$ cat src/rtl/comp_pkg.sv
// Shared definitions for the sequential digit-serial magnitude comparator.
package comp_pkg;

  typedef enum logic {
    IDLE = 1'b0,
    RUN  = 1'b1
  } state_e;

  // Counter width for ndig digits; never below one bit so NDIG=1 still has a counter.
  function automatic int cnt_width(input int ndig);
    int w;
    w = $clog2(ndig);
    return (w < 1) ? 1 : w;
  endfunction

endpackage

$ cat src/rtl/comp_digit.sv
// Combinational magnitude comparator for one DIGIT-wide slice of the operands.
module comp_digit #(
  parameter int DIGIT = 2
) (
  input  logic [DIGIT-1:0] a_i,
  input  logic [DIGIT-1:0] b_i,
  output logic             gt_o,
  output logic             lt_o,
  output logic             eq_o
);

  assign gt_o = (a_i >  b_i);
  assign lt_o = (a_i <  b_i);
  assign eq_o = (a_i == b_i);

endmodule

$ cat src/rtl/comp_nbit_seq.sv
// Multi-cycle magnitude comparator: scans operands DIGIT bits per cycle, MSB digit first,
// and reports registered GT/LT/EQ flags qualified by a one-cycle done pulse.
module comp_nbit_seq
  import comp_pkg::*;
#(
  parameter int WIDTH      = 8,
  parameter int DIGIT      = 2,
  parameter int EARLY_EXIT = 1
) (
  input  logic             clk,
  input  logic             rst,
  input  logic             start,
  input  logic             is_signed,
  input  logic [WIDTH-1:0] a,
  input  logic [WIDTH-1:0] b,
  output logic             busy,
  output logic             done,
  output logic             A_GT_B,
  output logic             A_LT_B,
  output logic             A_EQ_B
);

  localparam int NDIG = WIDTH / DIGIT;
  localparam int CW   = cnt_width(NDIG);
  localparam logic [WIDTH-1:0] MSB_MASK = WIDTH'(1) << (WIDTH - 1);

  if ((WIDTH < 1) || (DIGIT < 1) || (DIGIT > WIDTH) || ((WIDTH % DIGIT) != 0)) begin : g_bad_params
    $fatal(1, "comp_nbit_seq: DIGIT must be >= 1 and divide WIDTH");
  end

  state_e           state_q, state_d;
  logic [WIDTH-1:0] a_q, a_d, b_q, b_d;
  logic [CW-1:0]    cnt_q, cnt_d;
  logic             seen_q, seen_d;
  logic             sgt_q, sgt_d;
  logic             gt_q, gt_d, lt_q, lt_d, eq_q, eq_d;
  logic             done_q, done_d;
  logic             dig_gt, dig_lt, dig_eq;

  comp_digit #(.DIGIT(DIGIT)) u_digit (
    .a_i  (a_q[WIDTH-1 -: DIGIT]),
    .b_i  (b_q[WIDTH-1 -: DIGIT]),
    .gt_o (dig_gt),
    .lt_o (dig_lt),
    .eq_o (dig_eq)
  );

  // NOTE: every always_comb output gets a default first, so no path can infer a latch.
  always_comb begin
    state_d = state_q;
    a_d     = a_q;
    b_d     = b_q;
    cnt_d   = cnt_q;
    seen_d  = seen_q;
    sgt_d   = sgt_q;
    gt_d    = gt_q;
    lt_d    = lt_q;
    eq_d    = eq_q;
    done_d  = 1'b0;

    unique case (state_q)
      IDLE: begin
        if (start) begin
          state_d = RUN;
          // Flipping both sign bits maps two's-complement order onto unsigned order.
          a_d     = is_signed ? (a ^ MSB_MASK) : a;
          b_d     = is_signed ? (b ^ MSB_MASK) : b;
          cnt_d   = '0;
          seen_d  = 1'b0;
          sgt_d   = 1'b0;
        end
      end
      RUN: begin
        if (!dig_eq && !seen_q && (EARLY_EXIT != 0)) begin
          state_d = IDLE;
          done_d  = 1'b1;
          gt_d    = dig_gt;
          lt_d    = dig_lt;
          eq_d    = 1'b0;
        end else begin
          a_d   = a_q << DIGIT;
          b_d   = b_q << DIGIT;
          cnt_d = cnt_q + 1'b1;
          if (!dig_eq && !seen_q) begin
            seen_d = 1'b1;
            sgt_d  = dig_gt;
          end
          if (cnt_q == CW'(NDIG - 1)) begin
            state_d = IDLE;
            done_d  = 1'b1;
            gt_d    = seen_d &&  sgt_d;
            lt_d    = seen_d && !sgt_d;
            eq_d    = !seen_d;
          end
        end
      end
      default: state_d = IDLE;
    endcase
  end

  // NOTE: sequential state uses non-blocking assignments so every register samples pre-edge values.
  always_ff @(posedge clk) begin
    if (rst) begin
      state_q <= IDLE;
      cnt_q   <= '0;
      seen_q  <= 1'b0;
      sgt_q   <= 1'b0;
      gt_q    <= 1'b0;
      lt_q    <= 1'b0;
      eq_q    <= 1'b0;
      done_q  <= 1'b0;
    end else begin
      state_q <= state_d;
      cnt_q   <= cnt_d;
      seen_q  <= seen_d;
      sgt_q   <= sgt_d;
      gt_q    <= gt_d;
      lt_q    <= lt_d;
      eq_q    <= eq_d;
      done_q  <= done_d;
    end
  end

  // NOTE: operand shift registers carry no reset; they are always loaded on start before being read.
  always_ff @(posedge clk) begin
    a_q <= a_d;
    b_q <= b_d;
  end

  assign busy   = (state_q == RUN);
  assign done   = done_q;
  assign A_GT_B = gt_q;
  assign A_LT_B = lt_q;
  assign A_EQ_B = eq_q;

endmodule

$ cat config.mk
export PLATFORM = sky130hd
export DESIGN_NAME = comp_nbit_seq
export DESIGN_NICKNAME = d
export VERILOG_FILES = /design/src/rtl/comp_pkg.sv /design/src/rtl/comp_digit.sv /design/src/rtl/comp_nbit_seq.sv
export SDC_FILE = /design/constraint.sdc
export NUM_CORES = 1
export LEC_CHECK = 0
export ABC_AREA = 1
export ABC_CLOCK_PERIOD_IN_PS = 2000
export BUFFER_PORTS_ARGS = -buffer_cell sky130_fd_sc_hd__clkbuf_2
export CORE_MARGIN = 5
export CORE_UTILIZATION = 50
export DETAILED_ROUTE_END_ITERATION = 8
export GPL_ROUTABILITY_DRIVEN = 0
export PLACE_DENSITY = 0.76
export SLEW_MARGIN = 20
export SYNTH_ARGS = -nofsm -noshare
export SYNTH_HDL_FRONTEND = slang
export SYNTH_SLANG_ARGS = --single-unit
$ cat constraint.sdc
create_clock -name clk -period 2 [get_ports clk]
set_input_delay 0.2 -clock clk [delete_from_list [all_inputs] [get_ports clk]]
set_output_delay 0.2 -clock clk [all_outputs]
set_load 0.02 [all_outputs]
==> results of run 1 <==
[kinds of logic (layout without fill, tap and decap cells)]
family,Yosys count,after routing
adder cells (fa/ha/maj),3,3
XOR/XNOR,2,2
AO/OA/AOI/OAI,8,8
flip-flops,23,23
AND/OR/NAND/NOR,55,55
buffers and inverters,15,43
[worst register-to-register path, cell delays in order (launching register included)]
cell and delay (ns):
edfxtp_1 0.38, ha_1 0.34, nand3_1 0.13, nand2_1 0.08
buf_4 0.24
[registers in the layout, indices dropped and copies added (netlist names)]
| register | count |
|---|---|
| A_LT_B | 1 |
| A_EQ_B | 1 |
| A_GT_B | 1 |
| cnt_q | 2 |
| b_q | 8 |
| done | 1 |
| busy | 1 |
| a_q | 8 |
[cell type report]
| class | instances | area, um2 | area share [%] |
|---|---|---|---|
| Multi-Input combinational cell | 68 | 312 | 26.4 |
| Inverter | 12 | 45.0 | 3.82 |
| Sequential cell | 23 | 621 | 52.6 |
| Tap cell | 27 | 33.8 | 2.86 |
| Clock buffer | 4 | 26.3 | 2.23 |
| Timing Repair Buffer | 27 | 143 | 12.1 |
[per-layer routing]
| metal | GRT usage [%] | up-vias | part of all wire [%] |
|---|---|---|---|
| met3 | 4.09 | 2 | 9.0 |
| met5 | 0 | - | 0 |
| li1 | - | 397 | - |
| met2 | 21.9 | 24 | 44 |
| met4 | 7.47 | 0 | 0.63 |
| met1 | 15.8 | 327 | 46 |
[report_power, final]
| part | switching [uW] | internal (uW) | leakage (uW) |
|---|---|---|---|
| clock network | 133 | 77.8 | 0.0000150 |
| logic | 91.3 | 59.3 | 0.000352 |
| registers | 13.1 | 567 | 0.000213 |
| total | 238 | 704 | 0.000580 |
[worst paths after layout]
kind | endpoint | slack (ns) | cells after the start
setup / recovery | a_q[4] | 0.53 | 4
hold / removal | cnt_q[1] | 0.10 | 2
setup reg to reg | a_q[4] | 0.53 | 4
hold reg to reg | cnt_q[0] | 0.48 | 1
[Yosys cell counts, drive strengths merged]
| library cell | n | area share, % |
|---|---|---|
| inv | 12 | 4.5 |
| dfxtp | 7 | 14 |
| and3 | 1 | 0.63 |
| nand2 | 44 | 17 |
| a21oi | 6 | 3.0 |
| buf | 3 | 1.8 |
| nand3 | 3 | 1.5 |
| ha | 3 | 3.8 |
| nor2 | 5 | 1.9 |
| edfxtp | 16 | 48 |
| nand4 | 1 | 0.63 |
| xnor2 | 2 | 1.8 |
| nor3 | 1 | 0.50 |
| o21ai | 2 | 1.0 |
[stage by stage]
step,total power [uW],worst slack [ns]
after floorplan,691,0.418
after global placement,741,0.557
after detailed placement,744,0.532
after CTS,955,0.517
after global routing,1000,0.434
final,941,0.533
==> summary.md, run 1 <==
| Metric | Value |
|---|---|
| Reg clk slew, reported paths | `0.12 ns` |
| Compound-Gate Fraction of Synth Area | `4.03%` |
| Worst hold start | `rst` |
| Total setup buffers inserted after CTS | `0` |
| YS warnings | `0` |
| Final ANT Viol Nets | `0` |
| Outcome | `completed` |
| Post-route setup TNS | `0 ns` |
| Placed Area | `0.00115 mm2` |
| Clock tree buffer depth | `2` |
| Most common cell after layout, fill and taps aside | `nand2_1` |
| Setup crit start kind | `flop` |
| Layout Nets | `158` |
| Area growth syn-to-layout | `18.6%` |
| H-tree lvl count | `1` |
| Synth Area in Simple Gates | `21.8%` |
| Root buffer cell | `clkbuf_4` |
| Non-filler cells, final | `161` |
| CTS tree | `built` |
| Final number of setup-violating endpoints | `0` |
| Delay-heaviest family, CP | `flip-flops` |
| Crit path largest cell delay | `between 0.3 and 0.4 ns` |
| First-pass GRT wire length | `2800 um` |
| Critical path arrival | `1.48 ns` |
| Remaining global-route overflow | `0` |
| Clock sink count | `23` |
| Initial core utilization | `51.8%` |
| Final Slew Violations | `0` |
| Placed insts | `157` |
| Num rows | `16` |
| Die area | `0.00298 mm2` |
| Launch point of the worst path | `a_q[7]` |
| Die H | `between 50 and 60 um` |
| Drt first-iter violations | `11` |
| Reg-to-Reg Start | `a_q[7]` |
| Post-Synth XOR/XNOR Area | `under 10%` |
| Max Freq | `a little under 0.7 GHz` |
| Clock latency on the worst-skew pair | `roughly 0.30 ns` |
| DR WL/cell | `about 9.9 um` |
| TritonRoute pass-1 iters | `4` |
| Pwr per Cell Area | `roughly 800 mW/mm2` |
| Fillers | `185` |
| Worst Path Required | `2.01 ns` |
| Pleak | `around 0.00058 uW` |
| Sequential share of the synthesized area | `between 60% and 70%` |
| CP endpoint kind | `flop` |
| Fin area | `~0.0012 mm2` |
| Synthesized area | `995 um2` |
| Crit path buf inv count | `1` |
| Hold_buf cts | `0` |
| Syn Inst Count | `106` |
| Hold WS | `0.102 ns` |
| #FFs+latches synth | `23` |
| Synthesized Nets | `129` |
| Largest family of logic cells by synthesized area | `simple AND/OR/NAND/NOR gates` |
| Antenna violations before repair | `0` |
| Crit path max fanout | `18` |
| Post-cts sizing count | `0` |
| Worst Path Class, Setup | `reg -> reg` |
| RSZ-0062 raised after global routing | `false` |
| Number of unique standard cell types used by synthesis | `15` |
| Total Wirelength | `1590 um` |
| Vias in the first global route | `690` |
| Vias | `750` |
| TritonCTS buffer count | `3` |
| Max_slew headroom | `77.4%` |
| Syn avg cell area | `9.38 um2` |
| Placeable Area | `0.00192 mm2` |
| Slew @ Worst Pin | `0.338 ns` |
| Maximum number of pins on one net before global-route repair | `19` |
| Max_cap viols | `0` |
| I/O Buffers | `24` |
| Dpl hpwl | `between 1000 and 1500 um` |
| Period minus WS final | `around 1.5 ns` |
| Crit path cell chain | `ha_1 > nand3_1 > nand2_1 > buf_4` |
| Mux contribution to synthesized area | `0%` |
| Clock Skew | `0.000808 ns` |
| Total track usage | `13.5%` |
| Synth Area in Adders | `roughly 3.8%` |
| Final Cycle Share | `73.3%` |
| Hold WC Path Type | `in -> reg` |
| Die Span X | `54.6 um` |
| Fraction of layout cells with a size suffix above 1 | `22.4%` |
| Commonest non-fill, non-tap cells in the layout | `nand2_1 (44), clkbuf_2 (24), edfxtp_1 (16), inv_1 (12), dfxtp_1 (7)` |
| Fin. Hold Viols | `0` |
| Fin util | `61.4%` |
| Antenna Cells | `0` |
| Number of vias per cell | `4.66` |
| Num ports | `25` |
| Maximum vdd ir drop | `around 0.00054 V` |
| Remaining design rule violation count | `0` |
| CP max stage cell | `edfxtp_1` |
Note: power is estimated with default switching activity, not from simulation.
==> run 2: changes to the inputs <==
--- a/config.mk
+++ b/config.mk
@@ -6,13 +6,13 @@
 export NUM_CORES = 1
 export LEC_CHECK = 0
 export ABC_AREA = 1
-export ABC_CLOCK_PERIOD_IN_PS = 2000
+export ABC_CLOCK_PERIOD_IN_PS = 1200
 export BUFFER_PORTS_ARGS = -buffer_cell sky130_fd_sc_hd__clkbuf_2
 export CORE_MARGIN = 5
-export CORE_UTILIZATION = 50
+export CORE_UTILIZATION = 45
 export DETAILED_ROUTE_END_ITERATION = 8
 export GPL_ROUTABILITY_DRIVEN = 0
-export PLACE_DENSITY = 0.76
+export PLACE_DENSITY = 0.72
 export SLEW_MARGIN = 20
 export SYNTH_ARGS = -nofsm -noshare
 export SYNTH_HDL_FRONTEND = slang
==> constraint.sdc (replaced) <==
create_clock -name clk -period 1.2 [get_ports clk]
set_input_delay 0.12 -clock clk [delete_from_list [all_inputs] [get_ports clk]]
set_output_delay 0.12 -clock clk [all_outputs]
set_load 0.02 [all_outputs]
==> run 2 against run 1 <==
Compared with the run above:
- the flow now finishes with violations (negative setup slack)
- die area increased by 9.0%
- largest power group unchanged
- clock power grew 67%
- combinational power increased by 110%
- worst hold slack lost 0.064 ns
- register-to-register slack worse by 0.64 ns
- critical endpoint is now a_q[6]
- count of clock-buffer cells in the layout is 1 lower
- critical path depth shrank 1
- sequential cell count unchanged
- wire length up 14%
- global-route usage fell by 1.5 points
- core utilization down 2.6 points
- cell count increased by 1.9%
==> summary.md, run 2 (same netlist as run 1, synthesis figures left out) <==
| Metric | Value |
|---|---|
| Hold WC Path Type | `in -> reg (unchanged)` |
| Worst Path Class, Setup | `reg -> reg (unchanged)` |
| Final Slew Violations | `0 (unchanged)` |
| Initial core utilization | `45.8% (was 51.8%)` |
| DR WL/cell | `11.1 um (was 9.88 um)` |
| Root buffer cell | `clkbuf_4 (unchanged)` |
| Clock sink count | `23 (unchanged)` |
| Commonest non-fill, non-tap cells in the layout | `nand2_1 (40), clkbuf_2 (24), edfxtp_1 (16), inv_1 (10), dfxtp_1 (6) (was nand2_1 (44), clkbuf_2 (24), edfxtp_1 (16), inv_1 (12), dfxtp_1 (7))` |
| RSZ-0062 raised after global routing | `true (was false)` |
| Max_slew headroom | `86.7% (was 77.4%)` |
| Remaining global-route overflow | `0 (unchanged)` |
| Total Wirelength | `1820 um (was 1590 um)` |
| Die Span X | `57.0 um (was 54.6 um)` |
| Vias | `773 (was 750)` |
| Final number of setup-violating endpoints | `18 (was 0)` |
| Failing checks | `negative setup slack` |
| Pleak | `0.000595 uW (was 0.000580 uW)` |
| Number of vias per cell | `4.71 (was 4.66)` |
| Fin. Hold Viols | `0 (unchanged)` |
| Antenna violations before repair | `0 (unchanged)` |
| Setup crit start kind | `flop (unchanged)` |
| Reg2Reg Depth | `3 (was 4)` |
| Final setup margin | `-0.110 ns (was 0.533 ns)` |
| Clock Skew | `0.00593 ns (was 0.000808 ns)` |
| First-pass GRT wire length | `3050 um (was 2800 um)` |
| Worst R2R Setup Slack | `-0.11 ns (was 0.53 ns)` |
| TritonRoute pass-1 iters | `4 (unchanged)` |
| Die area | `0.00325 mm2 (was 0.00298 mm2)` |
| Area growth syn-to-layout | `28.3% (was 18.6%)` |
| Critical path arrival | `1.34 ns (was 1.48 ns)` |
| Register area | `622 um2 (was 621 um2)` |
| Maximum number of pins on one net before global-route repair | `14 (was 19)` |
| Pwr per Cell Area | `1290 mW/mm2 (was 798 mW/mm2)` |
| Antenna Cells | `0 (unchanged)` |
| Slew @ Worst Pin | `0.199 ns (was 0.338 ns)` |
| Vias in the first global route | `779 (was 690)` |
| Total track usage | `12.0% (was 13.5%)` |
| Die H | `57.0 um (was 54.6 um)` |
| Hold WS | `0.0382 ns (was 0.102 ns)` |
| Clock latency on the worst-skew pair | `0.31 ns (was 0.30 ns)` |
| Setup crit end | `a_q[6] (was a_q[4])` |
| CP endpoint kind | `flop (unchanged)` |
| Period minus WS final | `1.31 ns (was 1.47 ns)` |
| Worst Path Required | `1.23 ns (was 2.01 ns)` |
| Pre-CTS setup slack | `-0.108 ns (was 0.532 ns)` |
| Final Cycle Share | `109% (was 73.3%)` |
| Reg-to-Reg Start | `b_q[6] (was a_q[7])` |
| Fraction of layout cells with a size suffix above 1 | `33.8% (was 22.4%)` |
| TritonCTS buffer count | `3 (unchanged)` |
| Maximum vdd ir drop | `0.000706 V (was 0.000536 V)` |
| H-tree lvl count | `1 (unchanged)` |
| Remaining design rule violation count | `0 (unchanged)` |
| Reg clk slew, reported paths | `0.13 ns (was 0.12 ns)` |
| Multi-input logic area | `397 um2 (was 312 um2)` |
| Outcome | `finished with violations (was completed)` |
| Final ANT Viol Nets | `0 (unchanged)` |
| Drt first-iter violations | `14 (was 11)` |
| Most common cell after layout, fill and taps aside | `nand2_1 (unchanged)` |
| Biggest regs | `a_q x8, b_q x8, cnt_q x2 (unchanged)` |
| Fillers | `211 (was 185)` |
| Clock tree buffer depth | `2 (unchanged)` |
| Layout Nets | `160 (was 158)` |
| Launch point of the worst path | `b_q[6] (was a_q[7])` |
| Num rows | `17 (was 16)` |
| Dpl hpwl | `1350 um (was 1150 um)` |
| Max Freq | `0.764 GHz (was 0.682 GHz)` |
| CTS tree | `built (unchanged)` |
| I/O Buffers | `24 (unchanged)` |
| Placeable Area | `0.00217 mm2 (was 0.00192 mm2)` |
| Crit path max fanout | `9 (was 18)` |
| R2r endpoint | `a_q[6] (was a_q[4])` |
| Num ports | `25 (unchanged)` |
| Max_cap viols | `0 (unchanged)` |
[run 2: final cells by class]
| class | instances | area share, % |
|---|---|---|
| flip-flops and latches | 23 | 48.7 |
| well taps | 28 | 2.75 |
| repair buffers | 28 | 11.8 |
| clock inverters | 1 | 0.392 |
| multi-input cells | 69 | 31.1 |
| inverters | 12 | 3.53 |
| clock buffers | 3 | 1.76 |
[run 2: stage by stage]
stage / setup TNS [ns] / cells / power (uW) / utilization [%] / area (um2)
2_1_floorplan: -0.687 / 106 / 1200 / - / 1050
3_3_place_gp: -1.26 / 158 / 1290 / 55.8 / 1210
3_5_place_dp: -1.82 / 158 / 1300 / 55.8 / 1210
4_1_cts: -1.70 / 164 / 1670 / 58.0 / 1260
5_1_grt: -2.24 / 164 / 1750 / 58.8 / 1280
6_report: -1.56 / 164 / 1650 / 58.8 / 1280
[run 2: where the power goes]
part	leakage [uW]	internal [uW]	total (uW)	switching, uW
Clock	0.0000177	124	352	228
Combinational	0.000363	137	321	184
Sequential	0.000214	946	977	31.2
Total	0.000595	1210	1650	443
[run 2: worst min path at each step]
stage | startpoint | end | cells after the start | slack (ns)
3_3_place_gp | rst | A_LT_B | 2 | 0.35
2_1_floorplan | rst | A_LT_B | 1 | 0.19
5_1_grt | rst | done | 2 | 0.02
4_1_cts | rst | done | 2 | 0.01
3_5_place_dp | rst | done | 2 | 0.36
6_report | rst | done | 2 | 0.04
[run 2: routing by layer]
layer,GRT usage (%),share of wire (%),vias to the layer above
met2,19.4,46,29
li1,-,-,400
met1,14.2,43,340
met3,3.62,8.4,4
met4,6.95,2.3,0
met5,0,0,-
[run 2: what timing repair did]
action	CTS	global route
setup buffers	1	0
pin swaps	1	0
hold buffers	0	0
resized for setup	2	6
cloned	1	0
setup endpoints to repair	21	23
[run 2: critical path: stages (launching register included)]
cell,delay [ns]
edfxtp_1,0.44
ha_4,0.31
nand3_4,0.13
nand2_4,0.16
==> run 3: changes to the inputs <==
==> constraint.sdc (replaced) <==
create_clock -name clk -period 1.2 [get_ports clk]
set_input_delay 0.3 -clock clk [delete_from_list [all_inputs] [get_ports clk]]
set_output_delay 0.3 -clock clk [all_outputs]
set_load 0.02 [all_outputs]
==> run 3 against run 2 <==
Compared with the run above:
- the flow still finishes with violations (negative setup slack)
- core utilization up 0.63 points
- global-route usage unchanged
- sequential power down 0.4%
- setup slack better by 0.0045 ns
- clock power about the same
- wire length up 0.49%
- cell count up 0.61%
- critical path type unchanged
- highest routed layer unchanged
==> summary.md, run 3 (same netlist as run 1, synthesis figures left out) <==
| Metric | Value |
|---|---|
| Placeable Area | `0.00217 mm2 (unchanged)` |
| Initial core utilization | `45.8% (unchanged)` |
| RSZ-0062 raised after global routing | `true (unchanged)` |
| CP max stage cell | `edfxtp_1 (unchanged)` |
| Reg-to-Reg Start | `b_q[6] (unchanged)` |
| Period minus WS final | `1.31 ns (about the same)` |
| Fin. Hold Viols | `0 (unchanged)` |
| Clock Skew | `0.00574 ns (was 0.00593 ns)` |
| Register area | `624 um2 (was 622 um2)` |
| H-tree lvl count | `1 (unchanged)` |
| Most common cell after layout, fill and taps aside | `nand2_1 (unchanged)` |
| Worst Path Required | `1.23 ns (about the same)` |
| Remaining design rule violation count | `0 (unchanged)` |
| Hold_buf cts | `0 (unchanged)` |
| Reg clk slew, reported paths | `0.13 ns (about the same)` |
| DR WL/cell | `11.1 um (about the same)` |
| Number of vias per cell | `4.69 (was 4.71)` |
| First-pass GRT wire length | `3050 um (unchanged)` |
| Fin area | `0.00129 mm2 (was 0.00128 mm2)` |
| Critical path arrival | `1.34 ns (about the same)` |
| Clock sink count | `23 (unchanged)` |
| Commonest non-fill, non-tap cells in the layout | `nand2_1 (41), clkbuf_2 (23), edfxtp_1 (16), inv_1 (10), dfxtp_1 (6) (was nand2_1 (40), clkbuf_2 (24), edfxtp_1 (16), inv_1 (10), dfxtp_1 (6))` |
| Die Span X | `57.0 um (unchanged)` |
| CP endpoint kind | `flop (unchanged)` |
| Die H | `57.0 um (unchanged)` |
| Crit path largest cell delay | `0.44 ns (about the same)` |
| Antenna Cells | `0 (unchanged)` |
| Power Total | `1650 uW (about the same)` |
| Placed insts | `158 (unchanged)` |
| I/O Buffers | `24 (unchanged)` |
| Final setup margin | `-0.105 ns (was -0.110 ns)` |
| Pwr per Cell Area | `1280 mW/mm2 (was 1290 mW/mm2)` |
| Setup crit start kind | `flop (unchanged)` |
| Pleak | `0.000600 uW (was 0.000595 uW)` |
| Layout Nets | `161 (was 160)` |
| Die area | `0.00325 mm2 (unchanged)` |
| Total track usage | `12.0% (unchanged)` |
| Biggest regs | `a_q x8, b_q x8, cnt_q x2 (unchanged)` |
| Remaining global-route overflow | `0 (unchanged)` |
| Root buffer cell | `clkbuf_4 (unchanged)` |
| Placed Area | `0.00121 mm2 (unchanged)` |
| Fin util | `59.5% (was 58.8%)` |
| Fraction of layout cells with a size suffix above 1 | `34.3% (was 33.8%)` |
| Worst R2R Setup Slack | `-0.11 ns (about the same)` |
| Final number of setup-violating endpoints | `19 (was 18)` |
| Delay-heaviest family, CP | `flip-flops (unchanged)` |
| Hold WC Path Type | `in -> reg (unchanged)` |
| Crit path buf inv count | `0 (unchanged)` |
| Final Slew Violations | `0 (unchanged)` |
| Num ports | `25 (unchanged)` |
| Antenna violations before repair | `0 (unchanged)` |
| Hold Path End | `done (unchanged)` |
| Crit path max fanout | `9 (unchanged)` |
| Pre-CTS setup slack | `-0.108 ns (unchanged)` |
| Max_slew headroom | `77.7% (was 86.7%)` |
| TritonCTS buffer count | `3 (unchanged)` |
| WHS Path Cells | `2 (unchanged)` |
| Final Cycle Share | `109% (about the same)` |
| Worst Path Class, Setup | `reg -> reg (unchanged)` |
| Dpl hpwl | `1350 um (unchanged)` |
| Reg2Reg Depth | `3 (unchanged)` |
| Area growth syn-to-layout | `29.7% (was 28.3%)` |
| Maximum number of pins on one net before global-route repair | `14 (unchanged)` |
| Critical path depth in cells | `3 (unchanged)` |
| Crit path cell chain | `ha_4 > nand3_4 > nand2_4 (unchanged)` |
| Vias | `774 (was 773)` |
| Failing checks | `negative setup slack (unchanged)` |
| Multi-input logic area | `398 um2 (was 397 um2)` |
| Non-filler cells, final | `165 (was 164)` |
| Final ANT Viol Nets | `0 (unchanged)` |
| Max Freq | `0.766 GHz (was 0.764 GHz)` |
| Worst hold start | `rst (unchanged)` |
| Clock tree buffer depth | `2 (unchanged)` |
| Total Wirelength | `1830 um (was 1820 um)` |
| Maximum vdd ir drop | `0.000706 V (about the same)` |
| Vias in the first global route | `781 (was 779)` |
| Drt first-iter violations | `13 (was 14)` |
| Clock latency on the worst-skew pair | `0.31 ns (about the same)` |
| TritonRoute pass-1 iters | `4 (unchanged)` |
| Slew @ Worst Pin | `0.333 ns (was 0.199 ns)` |
| CTS tree | `built (unchanged)` |
| Fillers | `208 (was 211)` |
| Outcome | `finished with violations (unchanged)` |
| Max_cap viols | `0 (unchanged)` |
| Num rows | `17 (unchanged)` |
| R2r endpoint | `b_q[1] (was a_q[6])` |
## run 3: final cells by class
cell class,count,area share (%)
Clock inverter,1,0.388
Timing Repair Buffer,29,12.4
Tap cell,28,2.72
Clock buffer,3,1.75
Sequential cell,23,48.4
Multi-Input combinational cell,69,30.8
Inverter,12,3.49
## run 3: worst reg2reg max path: cells and delay by family, from the launching register on
family,cells,cell delay [ns]
adder cells (fa/ha/maj),1,0.31
flip-flops,1,0.44
AND/OR/NAND/NOR,2,0.28
## run 3: what timing repair did
| item | 4_1_cts | 5_1_grt |
|---|---|---|
| cloned | 1 | 0 |
| pin swaps | 1 | 0 |
| gates resized for setup | 4 | 6 |
| buffers inserted | 2 | 0 |
| setup endpoints to repair | 22 | 23 |
## run 3: metrics by stage
step | hold WS (ns) | setup TNS, ns
after floorplan | 0.369 | -0.687
after global placement | 0.455 | -1.26
after detailed placement | 0.476 | -1.82
after CTS | 0.193 | -1.63
after global routing | 0.205 | -2.19
final | 0.223 | -1.52
## run 3: power breakdown
group / internal [uW] / leakage (uW) / switching [uW] / total (uW)
Combinational: 141 / 0.000368 / 188 / 329
Sequential: 945 / 0.000214 / 27.7 / 973
Clock: 124 / 0.0000177 / 227 / 352
Total: 1210 / 0.000600 / 443 / 1650
## run 3: routing by layer
layer,GRT usage (%),part of all wire [%],vias up
met4,6.95,3.1,0
met1,14.2,44,339
met2,19.4,45,27
li1,-,-,402
met3,3.62,8.1,6
met5,0,0,-
## run 3: how the worst max path moves through the flow
stage,startpoint,end,slack (ns)
after global placement,a_q[7],a_q[2],-0.08
after global routing,a_q[7],b_q[4],-0.13
final,b_q[6],b_q[1],-0.11
after CTS,b_q[6],b_q[2],-0.11
after floorplan,a_q[7],a_q[0],-0.04
after detailed placement,b_q[6],a_q[0],-0.11
